`config.mk`:
```
export PLATFORM = sky130hd
export DESIGN_NAME = router_switch_ctrl
export DESIGN_NICKNAME = d
export VERILOG_FILES = /design/src/rtl/router_switch_ctrl.sv
export SDC_FILE = /design/constraint.sdc
export NUM_CORES = 1
export LEC_CHECK = 0
export ABC_AREA = 1
export CELL_PAD_IN_SITES_DETAIL_PLACEMENT = 1
export CELL_PAD_IN_SITES_GLOBAL_PLACEMENT = 1
export CORE_AREA = 2 2 82 84
export DETAILED_ROUTE_END_ITERATION = 6
export DIE_AREA = 0 0 84 86
export DONT_BUFFER_PORTS = 1
export PLACE_DENSITY = 0.88
export SLEW_MARGIN = 10
export SYNTH_ARGS = -nofsm -noshare
export SYNTH_HDL_FRONTEND = slang
export SYNTH_SLANG_ARGS = --single-unit
export TNS_END_PERCENT = 50
```
`constraint.sdc`:
```
create_clock -name clock -period 5.3 [get_ports clock]
set_clock_uncertainty 0.15 [all_clocks]
set_input_delay 0.53 -clock clock [delete_from_list [all_inputs] [get_ports clock]]
set_output_delay 0.53 -clock clock [all_outputs]
set_load 0.01 [all_outputs]
```
`src/rtl/router_switch_ctrl.sv`:
```
// Switch controller for the 5-port HeMPS mesh router: round-robin header arbitration, XY routing, crossbar allocation.
// Optional saturating blocked-grant counter is built when ROUTER_SWCTRL_BLOCK_CNT_EN is defined.
module router_switch_ctrl #(
    parameter logic [7:0] ADDRESS = 8'h00,
    parameter int         FLIT_W  = 16
) (
    input  logic                   clock,
    input  logic                   reset,
    input  logic [4:0]             h,
    input  logic [4:0][FLIT_W-1:0] data,
    input  logic [4:0]             sender,
    output logic [4:0]             ack_h,
    output logic [4:0]             free,
    output logic [4:0][2:0]        mux_out,
    output logic [4:0][2:0]        mux_in
`ifdef ROUTER_SWCTRL_BLOCK_CNT_EN
    ,
    output logic [15:0]            blocked_cnt
`endif
);

    localparam logic [2:0] EAST  = 3'd0;
    localparam logic [2:0] WEST  = 3'd1;
    localparam logic [2:0] NORTH = 3'd2;
    localparam logic [2:0] SOUTH = 3'd3;
    localparam logic [2:0] LOCAL = 3'd4;

    localparam logic [3:0] LX = ADDRESS[7:4];
    localparam logic [3:0] LY = ADDRESS[3:0];

    typedef enum logic [1:0] {IDLE, ARB, ROUTE, GRANT} state_t;

    state_t     state;
    state_t     state_next;
    logic [2:0] ptr;
    logic [2:0] sel;
    logic [2:0] dir;
    logic [2:0] arb_sel;
    logic       arb_found;
    logic [3:0] cand;
    logic [2:0] route_dir;
    logic [7:0] tgt;
    logic [3:0] tx;
    logic [3:0] ty;
    logic       arb_en;
    logic       route_en;
    logic       grant_visit;
    logic       grant_fire;
    logic       unused_data;

    // Only the low byte of the header flit carries the target address
    assign unused_data = ^data;

    always_comb begin
        arb_sel   = ptr;
        arb_found = 1'b0;
        cand      = '0;
        for (int k = 1; k <= 5; k++) begin
            cand = {1'b0, ptr} + 4'(k);
            if (cand >= 4'd5) begin
                cand = cand - 4'd5;
            end
            if (!arb_found && h[cand[2:0]]) begin
                arb_found = 1'b1;
                arb_sel   = cand[2:0];
            end
        end
    end

    always_comb begin
        tgt = data[sel][7:0];
        tx  = tgt[7:4];
        ty  = tgt[3:0];
        if (tx == LX && ty == LY) begin
            route_dir = LOCAL;
        end else if (LX < tx) begin
            route_dir = EAST;
        end else if (LX > tx) begin
            route_dir = WEST;
        end else if (LY < ty) begin
            route_dir = NORTH;
        end else begin
            route_dir = SOUTH;
        end
    end

    always_ff @(posedge clock) begin
        if (!reset) begin
            state <= IDLE;
        end else begin
            state <= state_next;
        end
    end

    always_comb begin
        state_next = state;
        case (state)
            IDLE:    if (|h) state_next = ARB;
            ARB:     state_next = arb_found ? ROUTE : IDLE;
            ROUTE:   state_next = GRANT;
            GRANT:   state_next = IDLE;
            default: state_next = IDLE;
        endcase
    end

    always_comb begin
        arb_en      = (state == ARB) && arb_found;
        route_en    = (state == ROUTE);
        grant_visit = (state == GRANT);
        grant_fire  = grant_visit && h[sel] && free[dir];
    end

    // ptr advances on every GRANT visit so a blocked input cannot starve the others
    always_ff @(posedge clock) begin
        if (!reset) begin
            ptr <= LOCAL;
            sel <= '0;
            dir <= '0;
        end else begin
            if (arb_en) begin
                sel <= arb_sel;
            end
            if (route_en) begin
                dir <= route_dir;
            end
            if (grant_visit) begin
                ptr <= sel;
            end
        end
    end

    // Release never targets an output that is being granted, since they require opposite free values
    always_ff @(posedge clock) begin
        if (!reset) begin
            free    <= '1;
            ack_h   <= '0;
            mux_out <= '0;
            mux_in  <= '0;
        end else begin
            ack_h <= '0;
            for (int o = 0; o < 5; o++) begin
                if (!free[o] && !sender[mux_out[o]]) begin
                    free[o] <= 1'b1;
                end
            end
            if (grant_fire) begin
                free[dir]    <= 1'b0;
                mux_out[dir] <= sel;
                mux_in[sel]  <= dir;
                ack_h[sel]   <= 1'b1;
            end
        end
    end

`ifdef ROUTER_SWCTRL_BLOCK_CNT_EN
    always_ff @(posedge clock) begin
        if (!reset) begin
            blocked_cnt <= '0;
        end else if (grant_visit && !free[dir] && blocked_cnt != 16'hFFFF) begin
            blocked_cnt <= blocked_cnt + 16'd1;
        end
    end
`else
    // Blocked-grant statistics are not built in this configuration
`endif

endmodule

```
Word level (Yosys, flattened, before mapping) --
Index checks and enable logic that the tools add are counted.
Cells by class: add/sub/neg operators 10, order comparisons 22, equality and inequality tests 4, multiplexer cells 69, bitwise gates (word level) 2, reduce and logical (&&, ||, !) cells 34
Operators with widths (count):
- $bmux 16 s3 | 1
- $lt 3x4->1 const B | 12
- $mux 3 | 13
- $bmux 1 s3 | 12
- $bwmux 15 | 2
- $mux 1 | 30
- $ge 4x3->1 const B | 5
- $demux 3 s3 | 2
- $logic_and 1x1->1 | 15
- $sub 3x3->3 const B | 5
- $logic_not 1->1 | 14
- $add 3x2->4 const B | 2
- $add 3x3->4 const B | 2
- $logic_not 4->1 | 2
- $lt 1x4->1 const A | 2
- $mux 2 | 4
- $mux 8 | 1
- $pmux 2 s4 | 1
- $demux 1 s3 | 2
- $ge 3x1->1 const B | 2
- $and 5x5->5 | 1
- $mux 5 | 1
- $not 5->5 | 1
- $reduce_or 5->1 | 1
- 7 further kinds | 8
Storage, ports and cells: register bits after elaboration 51

Logic depth before layout (Yosys ltp) --
depth in word-level cells 20, mapped depth 19, gate-level depth less buffers 18

Worst setup path after synthesis --
Ideal clock, no wire load.
path kind reg2reg, start point reg ptr[0], end point reg sel[2], library setup time 0.111 ns, arrival 2.332 ns, required time 5.039 ns, path slack 2.707 ns, cell stages (with the launch flop) 17, buffers on the path 1, period minus slack after synthesis 2.593 ns, path through dfxtp_1 > inv_1 > buf_2 > ha_1 > inv_1 > fa_1 > a21oi_1 > nand2_1 > nand2_1 > nand2_1 > nand3_1 > nand3_1 > nand2_1 > nand3_1 > o21ai_2 > and2_1 > nor2_1
Between the ends: word-level cells in the longest chain between the ends 19
RTL lines:
- start: declaration | RTL line 35 | logic [2:0] ptr;
- start signal: assignment | RTL line 127 | ptr <= sel;
- $add 3x1->4 | RTL line 59 | cand = {1'b0, ptr} + 4'(k);
- $ge 4x3->1 or $sub 3x3->3 (tied branches) | RTL line 60, 61
- $mux 3 | RTL line 60 | if (cand >= 4'd5) begin
- $bmux 1 s3 | RTL line 63 | if (!arb_found && h[cand[2:0]]) begin
- $mux 1 (not written as such) | RTL line 63
- $mux 1 | RTL line 63
- $logic_not 1->1 | RTL line 63
- $logic_and 1x1->1 | RTL line 63
- [... 3 more ...]
- $mux 1 | RTL line 63
- $logic_not 1->1 | RTL line 63
- $logic_and 1x1->1 | RTL line 63
- $mux 1 | RTL line 63
- $logic_not 1->1 | RTL line 63
- $logic_and 1x1->1 | RTL line 63
- $mux 1 | RTL line 63
- $logic_and 1x1->1 | RTL line 107 | arb_en = (state == ARB) && arb_found;
- end signal: assignment | RTL line 121 | sel <= arb_sel;
- end: declaration | RTL line 36 | logic [2:0] sel;
Parallel ways exist; a longest one is shown, timed or not. The select of a mux whose other input is x is not followed. A chain may end at the register's enable or synchronous reset.

Final worst setup path --
Same ends and word-level chain as after synthesis.

==> results.yml <==
floorplanning:
  die_height_um: 86
  placement_rows: 29
  design.portCount: 132
  dieArea_um2: 7220
  starting_density_of_the_core_pct: 44.7
  core-area_um2: 6280
  fp.dieW_um: 84
final_layout:
  fin_nets: 537
  synthToLayoutAreaGrowth_pct: 3.39
  final-seq-area_um2: 841
  multiInputGateArea_um2: 1680
  final_cell_area_um2: 2900
  n_antenna_cell: 0
  fillers: 857
  drive_gt1_share_pct: 3.68
routing:
  route.detailed.drc: 0
  detail_route.iter0.violations: 131
  wire_per_inst_um: 16.3
  detailedRoute.firstPassIterationCount: 4
  top_layer: "met4"
  route.met3.wl_um: 336
  route.met2.wl_um: 4000
  routed_wl_um: 8320
  antenna_left: 0
  vias: 2948
  drt-vias-per-instance: 5.76
  wirelength_met1_um: 3850
placed_design:
  place.detailed.hpwl_um: 6610
  io_buffers: 0
  gp_congestion: 0.918
  place_area_um2: 2810
sta:
  unrepaired_setup_endpoints_after_global_routing: "no"
  finalCriticalPeriod_ps: 3470
  clock.fmax_mhz: 289
  period_share_pct: 65.4
  fin_tns_setup_ps: 0
  finalSetupViolations: 0
  hold_ws_ps: 140
  final-hold-violation-count: 0
  actual_slew_at_the_worst_max_slew_pin_ps: 642
  finalMaxSlewViolations: 0
  timing.max_slew.rel_slack_pct: 57.2
pwr:
  power-per-cell-area_nw_per_um2: 265
  max_ir_drop_vdd_mv: 0.136
  power.leakage_nw: 1.25
  totalPowerFinal_w: 0.000768
global_routing:
  track_usage_pct: 23.1
  initial_antenna_violation_count: 0
  first_pass_grt_wire_length_um: 13700
  grt_start_max_net_pins: 22
  grt_pass1_vias: 2918
  total_congestion_overflow: 0
worst_setup_path:
  worst-path-max-fanout: 16
  critical_path.startpoint_type: "register"
  worst-setup-path-type: "register to register"
  critical_path.n_buffers_inverters: 3
  worst_path_max_delay_cell: "dfxtp_1"
  cpLargestDelayFamily: "simple AND/OR/NAND/NOR gates"
  crit_path_end_kind: "register"
  critPathArrivalTime_ps: 3520
  highest_cell_delay_on_the_worst_timing_path_ps: 720
  cp_data_required_time_ps: 5360
  path_cells: "inv_1 > ha_1 > inv_1 > nand2_1 > nand2_1 > inv_1 > nand2_1 > o21ai_0 > nand3_1 > nand3_1 > nand3_1 > o21ai_2 > and2_1 > nor2_1"
clocking:
  clock_latency_ps: 300
  post_cts_resize_count: 0
  clock_path_buffers: 2
  cts_buffers: 5
  root_buffer: "clkbuf_8"
  hold_buffers: 0
  cts_tree: "built"
  cts_setup_buffers: 0
  clock-sinks: 42
  cts.clk_slew.worst_paths_ps: 90
  h_tree_level_count: 2
synth:
  postSynth.topFlopCell: "dfxtp_1"
  netlist.area_leader.share_pct: 30.0
  yosys-top-cells-count: "nand2_1, nand3_1, inv_1, dfxtp_1, a21oi_1"
  synth-seq-area-share_pct: 30.0
  synth_edf_count: 0
  post_synth_main_area_contributors: "dfxtp_1, nand2_1, nand3_1"
  synthesis.area_per_instance_um2: 6.36
  synth.cell_area_um2: 2810
  ffs_w_async_s_r_synth_pct: 0
  synth_warnings: 0
  synth.largest_area_cell: "dfxtp_1"
  mapped_cells: 441
  count_of_cell_types_in_the_netlist: 31
  number_of_register_bits_inferred_by_synthesis: 42
  count_leader_synth: "nand2_1"
run_status:
  run_status: "complete, no violations"
run:
  count_of_maximum_capacitance_violations: 0
worst_hold_path:
  min-delay-path-class: "primary input to register"
[cell families after synthesis]
| group | share of synthesized area [%] |
|---|---|
| flip-flops | 30.0 |
| adder cells (fa/ha/maj) | 5.17 |
| buffers and inverters | 10.8 |
| AO/OA/AOI/OAI | 18.2 |
| AND/OR/NAND/NOR | 35.6 |
| other | 0.134 |
[state kept, by name, summed over array words and instances, names as in the netlist]
register / flops
mux_out: 12
mux_in: 10
ack_h: 5
free: 5
ptr: 3
sel: 3
dir: 2
state: 2
[placed cells by master, fill, tap and decap left out, drive strengths merged, types with 3 or more instances in the layout]
cell    synthesis  final
nand2         120    120
nand3          65     65
inv            51     52
dfxtp          42     42
a21oi          41     41
o21ai          33     33
nor2           26     26
nand4          11     11
ha             10     10
o41ai           7      7
conb            1      5
clkbuf          5      5
a41oi           3      3
[layer usage]
| metal | global-route usage (%) | up-vias |
|---|---|---|
| met4 | 6.60 | 0 |
| li1 | - | 1456 |
| met2 | 39.9 | 75 |
| met5 | 0 | - |
| met3 | 4.04 | 13 |
| met1 | 29.8 | 1404 |
[worst paths after layout]
check / startpoint / end / slack (ps) / cells past startpoint
worst min-delay path: reset / free[4] / 140 / 1
worst min register to register: mux_in[8] / mux_in[8] / 370 / 2
worst max register to register: ptr[0] / sel[2] / 1830 / 14
worst max-delay path: ptr[0] / sel[2] / 1830 / 14
[power breakdown]
group	leakage, nW	internal (W)	switching, W
combinational	0.873	0.0000677	0.000146
sequential	0.340	0.000323	0.0000158
clock	0.0408	0.0000943	0.000122
[metrics by stage]
| stage | setup WS, ps | utilization, % | std cells |
|---|---|---|---|
| CTS | 1870 | 46.2 | 512 |
| global route | 1430 | 46.2 | 512 |
| floorplan | 2710 | - | 445 |
| detailed placement | 1910 | 44.7 | 504 |
| finish | 1830 | 46.2 | 512 |
| global placement | 2000 | 44.7 | 504 |
[worst reg2reg max path, stage by stage (launching register included)]
cell and delay [ps]:
dfxtp_1 720, inv_1 400, ha_1 530, inv_1 160, nand2_1 90, nand2_1 120
inv_1 100, nand2_1 50, o21ai_0 90, nand3_1 120, nand3_1 180, nand3_1 220
o21ai_2 260, and2_1 150, nor2_1 40
[cell type report]
| cell class | instances | area share, % |
|---|---|---|
| well taps | 77 | 3.32 |
| clock buffers | 5 | 2.37 |
| clock inverters | 3 | 0.820 |
| flip-flops and latches | 42 | 29.0 |
| multi-input cells | 333 | 57.8 |
| inverters | 52 | 6.73 |
No activity file was read; power rests on OpenSTA's default activity.
